### src/rtl/ram_master_ctrl_if.sv
// Command, write/read stream and RAM-side signals of the burst RAM controller.
interface ram_master_ctrl_if #(
   parameter int unsigned DATA_WIDTH = 8,
   parameter int unsigned ADDR_WIDTH = 3
);
   logic                  cmd_valid;
   logic                  cmd_ready;
   logic                  cmd_we;
   logic [ADDR_WIDTH-1:0] cmd_addr;
   logic [ADDR_WIDTH-1:0] cmd_len;
   logic                  wr_valid;
   logic                  wr_ready;
   logic [DATA_WIDTH-1:0] wr_data;
   logic                  rd_valid;
   logic [DATA_WIDTH-1:0] rd_data;
   logic                  done;
   logic                  busy;
   logic                  ram_en;
   logic                  ram_we;
   logic [ADDR_WIDTH-1:0] ram_addr;
   logic [DATA_WIDTH-1:0] ram_din;
   logic [DATA_WIDTH-1:0] ram_dout;

   // Controller side: accepts commands and streams, drives the RAM.
   modport master (
      input  cmd_valid, cmd_we, cmd_addr, cmd_len, wr_valid, wr_data, ram_dout,
      output cmd_ready, wr_ready, rd_valid, rd_data, done, busy,
             ram_en, ram_we, ram_addr, ram_din
   );

   // Environment side: issues commands, supplies write data, models the RAM.
   modport slave (
      output cmd_valid, cmd_we, cmd_addr, cmd_len, wr_valid, wr_data, ram_dout,
      input  cmd_ready, wr_ready, rd_valid, rd_data, done, busy,
             ram_en, ram_we, ram_addr, ram_din
   );
endinterface

### src/rtl/ram_master_ctrl.sv
// Burst read/write controller in front of a synchronous single-port RAM.
module ram_master_ctrl #(
   parameter int unsigned DATA_WIDTH = 8,
   parameter int unsigned ADDR_WIDTH = 3
) (
   input  logic              clk,
   input  logic              rst,
   ram_master_ctrl_if.master bus_if
);

   typedef enum logic [1:0] {
      IDLE  = 2'd0,
      WRITE = 2'd1,
      READ  = 2'd2,
      DRAIN = 2'd3
   } state_t;

   state_t                state_q;
   logic [ADDR_WIDTH-1:0] addr_q;
   logic [ADDR_WIDTH-1:0] beat_q;
   logic                  done_q;
   logic                  rd_valid_q;

   logic                  ram_en_c;
   logic                  ram_we_c;

   // Burst sequencing: address/beat counters, done pulse and read-valid pipeline.
   always_ff @(posedge clk or posedge rst) begin
      if (rst) begin
         state_q    <= IDLE;
         addr_q     <= '0;
         beat_q     <= '0;
         done_q     <= 1'b0;
         rd_valid_q <= 1'b0;
      end else begin
         done_q     <= 1'b0;
         rd_valid_q <= 1'b0;
         case (state_q)
            IDLE: begin
               if (bus_if.cmd_valid) begin
                  addr_q  <= bus_if.cmd_addr;
                  beat_q  <= bus_if.cmd_len;
                  state_q <= bus_if.cmd_we ? WRITE : READ;
               end
            end
            WRITE: begin
               if (bus_if.wr_valid) begin
                  addr_q <= addr_q + ADDR_WIDTH'(1);
                  beat_q <= beat_q - ADDR_WIDTH'(1);
                  if (beat_q == '0) begin
                     state_q <= IDLE;
                     done_q  <= 1'b1;
                  end
               end
            end
            READ: begin
               rd_valid_q <= 1'b1;
               addr_q     <= addr_q + ADDR_WIDTH'(1);
               beat_q     <= beat_q - ADDR_WIDTH'(1);
               if (beat_q == '0) begin
                  state_q <= DRAIN;
                  done_q  <= 1'b1;
               end
            end
            DRAIN: begin
               state_q <= IDLE;
            end
            default: begin
               state_q <= IDLE;
            end
         endcase
      end
   end

   // RAM strobes: write beats follow wr_valid, reads issue every READ cycle.
   always_comb begin
      ram_en_c = 1'b0;
      ram_we_c = 1'b0;
      if (state_q == WRITE) begin
         ram_en_c = bus_if.wr_valid;
         ram_we_c = bus_if.wr_valid;
      end else if (state_q == READ) begin
         ram_en_c = 1'b1;
      end
   end

   assign bus_if.cmd_ready = (state_q == IDLE);
   assign bus_if.busy      = (state_q != IDLE);
   assign bus_if.wr_ready  = (state_q == WRITE);
   assign bus_if.ram_en    = ram_en_c;
   assign bus_if.ram_we    = ram_we_c;
   assign bus_if.ram_addr  = addr_q;
   assign bus_if.ram_din   = bus_if.wr_data;
   assign bus_if.done      = done_q;
   assign bus_if.rd_valid  = rd_valid_q;
   // RAM output is only meaningful one cycle after a read issue; mask it otherwise.
   assign bus_if.rd_data   = rd_valid_q ? bus_if.ram_dout : '0;

endmodule

### src/flat_wrapper.sv
// flat-port wrapper written by rule: the top's interface ports become plain ports
module ram_master_ctrl_flat 
#(
   parameter int unsigned DATA_WIDTH = 8,
   parameter int unsigned ADDR_WIDTH = 3
)
  (clk, rst, bus_if_cmd_valid, bus_if_cmd_we, bus_if_cmd_addr, bus_if_cmd_len, bus_if_wr_valid, bus_if_wr_data, bus_if_ram_dout, bus_if_cmd_ready, bus_if_wr_ready, bus_if_rd_valid, bus_if_rd_data, bus_if_done, bus_if_busy, bus_if_ram_en, bus_if_ram_we, bus_if_ram_addr, bus_if_ram_din);
  ram_master_ctrl_if #(.DATA_WIDTH(DATA_WIDTH), .ADDR_WIDTH(ADDR_WIDTH)) bus_if_i ();
  input  logic clk;
  input  logic rst;
  input wire logic [$bits(bus_if_i.cmd_valid)-1:0] bus_if_cmd_valid;
  input wire logic [$bits(bus_if_i.cmd_we)-1:0] bus_if_cmd_we;
  input wire logic [$bits(bus_if_i.cmd_addr)-1:0] bus_if_cmd_addr;
  input wire logic [$bits(bus_if_i.cmd_len)-1:0] bus_if_cmd_len;
  input wire logic [$bits(bus_if_i.wr_valid)-1:0] bus_if_wr_valid;
  input wire logic [$bits(bus_if_i.wr_data)-1:0] bus_if_wr_data;
  input wire logic [$bits(bus_if_i.ram_dout)-1:0] bus_if_ram_dout;
  output wire logic [$bits(bus_if_i.cmd_ready)-1:0] bus_if_cmd_ready;
  output wire logic [$bits(bus_if_i.wr_ready)-1:0] bus_if_wr_ready;
  output wire logic [$bits(bus_if_i.rd_valid)-1:0] bus_if_rd_valid;
  output wire logic [$bits(bus_if_i.rd_data)-1:0] bus_if_rd_data;
  output wire logic [$bits(bus_if_i.done)-1:0] bus_if_done;
  output wire logic [$bits(bus_if_i.busy)-1:0] bus_if_busy;
  output wire logic [$bits(bus_if_i.ram_en)-1:0] bus_if_ram_en;
  output wire logic [$bits(bus_if_i.ram_we)-1:0] bus_if_ram_we;
  output wire logic [$bits(bus_if_i.ram_addr)-1:0] bus_if_ram_addr;
  output wire logic [$bits(bus_if_i.ram_din)-1:0] bus_if_ram_din;
  assign bus_if_i.cmd_valid = bus_if_cmd_valid;
  assign bus_if_i.cmd_we = bus_if_cmd_we;
  assign bus_if_i.cmd_addr = bus_if_cmd_addr;
  assign bus_if_i.cmd_len = bus_if_cmd_len;
  assign bus_if_i.wr_valid = bus_if_wr_valid;
  assign bus_if_i.wr_data = bus_if_wr_data;
  assign bus_if_i.ram_dout = bus_if_ram_dout;
  assign bus_if_cmd_ready = bus_if_i.cmd_ready;
  assign bus_if_wr_ready = bus_if_i.wr_ready;
  assign bus_if_rd_valid = bus_if_i.rd_valid;
  assign bus_if_rd_data = bus_if_i.rd_data;
  assign bus_if_done = bus_if_i.done;
  assign bus_if_busy = bus_if_i.busy;
  assign bus_if_ram_en = bus_if_i.ram_en;
  assign bus_if_ram_we = bus_if_i.ram_we;
  assign bus_if_ram_addr = bus_if_i.ram_addr;
  assign bus_if_ram_din = bus_if_i.ram_din;
  ram_master_ctrl #(.DATA_WIDTH(DATA_WIDTH), .ADDR_WIDTH(ADDR_WIDTH)) u_core (.clk(clk), .rst(rst), .bus_if(bus_if_i));
endmodule
### config.mk
export PLATFORM = sky130hd
export DESIGN_NAME = ram_master_ctrl_flat
export DESIGN_NICKNAME = d
export VERILOG_FILES = /design/src/rtl/ram_master_ctrl_if.sv /design/src/rtl/ram_master_ctrl.sv /design/src/flat_wrapper.sv
export SDC_FILE = /design/constraint.sdc
export NUM_CORES = 1
export LEC_CHECK = 0
export CORE_ASPECT_RATIO = 1.2
export CORE_MARGIN = 4
export CORE_UTILIZATION = 35
export DETAILED_ROUTE_END_ITERATION = 6
export PLACE_DENSITY = 0.84
export SLEW_MARGIN = 30
export SYNTH_ARGS = -nofsm -noshare
export SYNTH_HDL_FRONTEND = slang
export SYNTH_SLANG_ARGS = --single-unit
### constraint.sdc
create_clock -name clk -period 2.17 [get_ports clk]
set_input_delay 0.3255 -clock clk [delete_from_list [all_inputs] [get_ports clk]]
set_output_delay 0.3255 -clock clk [all_outputs]
set_load 0.05 [all_outputs]
==> summary.md <==
| Metric | Value |
|---|---|
| Endpoints failing setup | 0 |
| CTS Hold Bufs | 0 |
| Metal2 WL | 859 um |
| Startpoint types | register |
| Clk Latency, worst-skew pair | 270 ps |
| Pwr dens | 1753 nW/um2 |
| Yosys cell types | 25 |
| YS warnings | 0 |
| Most instantiated cells after synthesis | 10 x dfrtp_1, 9 x and2_1, 9 x inv_1 |
| CTS Buf Count | 3 |
| Clock root buffer | clkbuf_4 |
| CP endpoint kind | primary output |
| Clk pin slew, worst setup/hold paths | 70 ps |
| DR vias | 663 |
| Max layer used | met4 |
| CP max FO | 5 |
| Largest net degree at the start of global routing | 14 |
| Non-filler cells, final | 140 |
| Syn Inst Count | 80 |
| Initial antenna violation count | 0 |
| Synth top area cells | dfrtp_1 32%, ha_1 13%, buf_4 7.6% |
| Setup TNS | 0 ps |
| Peak VDD IR | 0.0007673 V |
| Worst hold path type | primary input to async pin |
| Layout area overhead | 44.67% |
| Total track usage | 0.1337 |
| Worst Tran Pin Value | 496.7 ps |
| Fin crit period | 1957 ps |
| Via-per-instance ratio | 4.736 |
| DP Wirelength | 1.496 mm |
| Max Fclk | 511.1 MHz |
| Core Box Area | 2095 um2 |
| Register-to-register setup slack | 390 ps |
| Total inserted antenna cells | 0 |
| RePlAce Congestion | 0.7576 |
| Routed len/inst | 12.84 um |
| Crit Path Class | register to primary output |
| Crit share post-route | 0.9017 |
| Max-Cap Viols | 0 |
| Final instance area | 1139 um2 |
| Worst Skew | 0.7088 ps |
| Nets | 146 |
| Post-route ant nets | 0 |
| Synthesized cell area | 787.0 um2 |
| RSZ-0062 raised after global routing | no |
| Count leader, synth | dfrtp_1 |
| Finished Core Util | 0.5436 |
| Yosys top cell by area | dfrtp_1 |
| First-pass GRT wire length | 2.918 mm |
| H-tree Lvls | 1 |
| Number of DRC markers in iteration 0 | 8 |
| Req. time, crit path | 1840 ps |
| DRC | 0 |
| Die Area | 3074 um2 |
| Initial core utilization | 0.3757 |
| Status | completed |
| Data arrival, critical path | 1630 ps |
| Rel. slew slack | 0.6678 |
| Fin. Hold Viols | 0 |
| Ports | 53 |
| Vias in the first global route | 683 |
| EDFF count, synth | 0 |
| CTS tree | done |
| Initial DRT Pass Iterations | 4 |
| Share of the synthesized area in the top cell type | 0.3180 |
| Avg Synthesized Cell Area | 9.838 um2 |
| Synth Net Count | 115 |
| Post-place instance area | 1102 um2 |
| Ys async rst share | 1.000 |
| Setup Fix Bufs, Post-CTS | 0 |
| PortBufs | 36 |
| Dominant synthesized flop cell | dfrtp_1 |
| Seq/Total Area, Yosys | 0.3180 |
| CTS Buffer Depth | 2 |
| Drt total wl | 1.798 mm |
| Static Leak | 0.0005334 uW |
| Placed insts | 136 |
| Met1 WL | 635 um |
| Final slew viol count | 0 |
| Layout cell share with drive strength beyond 1 | 0.2182 |
| Die width | 51.29 um |
| Fillers | 181 |
| Yosys reg bits | 10 |
| Grt ovf | 0 |
| Routed wl met3 | 234 um |
| Floorplan row count | 18 |
| Die height | 59.95 um |
| Post_cts resized | 0 |
| CTS Sinks | 10 |
==> metrics by stage <==
step | total power [uW] | setup WS (ps) | hold WS [ps]
2_1_floorplan | 1482 | 231.5 | 165.7
3_3_place_gp | 1801 | 360.2 | 484.3
3_5_place_dp | 1837 | 338.0 | 489.3
4_1_cts | 2016 | 191.7 | 334.1
5_1_grt | 2135 | 149.3 | 377.0
6_report | 1996 | 213.2 | 335.1
==> cell type report <==
cell class / instances / area [um2] / area share
sequential: 10 / 250.2 / 0.2198
clock buffer: 4 / 36.28 / 0.03187
multi-input combinational: 51 / 427.9 / 0.3758
inverter: 9 / 33.78 / 0.02967
timing repair buffer: 36 / 352.8 / 0.3099
tap: 30 / 37.54 / 0.03297
==> logic make-up (layout without fill, tap and decap cells) <==
logic type / after synthesis / in the layout / share of synthesized area
compound gates: 12 / 12 / 0.1208
mux: 8 / 8 / 0.1113
fa+ha+maj: 8 / 8 / 0.1272
flops: 10 / 10 / 0.3180
simple gates: 23 / 23 / 0.1844
buf+inv: 19 / 49 / 0.1383
==> cell usage in the layout, fill, tap and decap left out, drive strengths merged <==
cell type / count
nor2: 5
a2111oi: 2
nand2b: 1
buf: 13
clkbuf: 4
o21ai: 1
inv: 9
clkdlybuf4s50: 23
o31ai: 2
a211o: 1
dfrtp: 10
ha: 8
a31oi: 2
and2: 9
o41ai: 2
nor3b: 1
mux2i: 5
nor2b: 4
or3: 1
o22a: 2
nand2: 1
mux2: 3
or2: 1
==> sequential cells by signal, indices dropped and copies added, names as in the netlist <==
name and count:
u_core.bus_if.ram_addr 3, u_core.state_q 2, u_core.bus_if.rd_valid 1, u_core.beat_q 3
u_core.bus_if.done 1
==> critical path: stages, from the launching register on <==
cell,delay [ps]
dfrtp_1,400
inv_1,130
ha_1,270
mux2_2,390
buf_12,150
==> per-layer routing <==
metal  up-vias  track usage
li1        320            -
met1       299       0.1262
met2        36       0.2118
met3         8      0.05237
met4         0       0.1423
met5         -            0
==> power breakdown <==
part / total (uW) / internal [uW] / switching (uW)
sequential: 354 / 281 / 73.5
combinational: 1470 / 605 / 861
clock: 176 / 102 / 73.5
total: 2000 / 988 / 1010
==> worst paths after layout <==
path / from / end / cells past startpoint
worst min register to register: u_core.beat_q[0]$_DFFE_PP0P_ / u_core.beat_q[0]$_DFFE_PP0P_ / 1
max in group asynchronous: rst / u_core.state_q[0]$_DFFE_PP0P_ / 2
worst max-delay path: u_core.state_q[1]$_DFFE_PP0P_ / bus_if_ram_en / 4
worst max register to register: u_core.state_q[1]$_DFFE_PP0P_ / u_core.bus_if.ram_addr[1]$_DFFE_PP0P_ / 5
min in group clk: u_core.beat_q[0]$_DFFE_PP0P_ / u_core.beat_q[0]$_DFFE_PP0P_ / 1
worst min-delay path: rst / u_core.beat_q[0]$_DFFE_PP0P_ / 2
(Power assumes the default switching activity.)
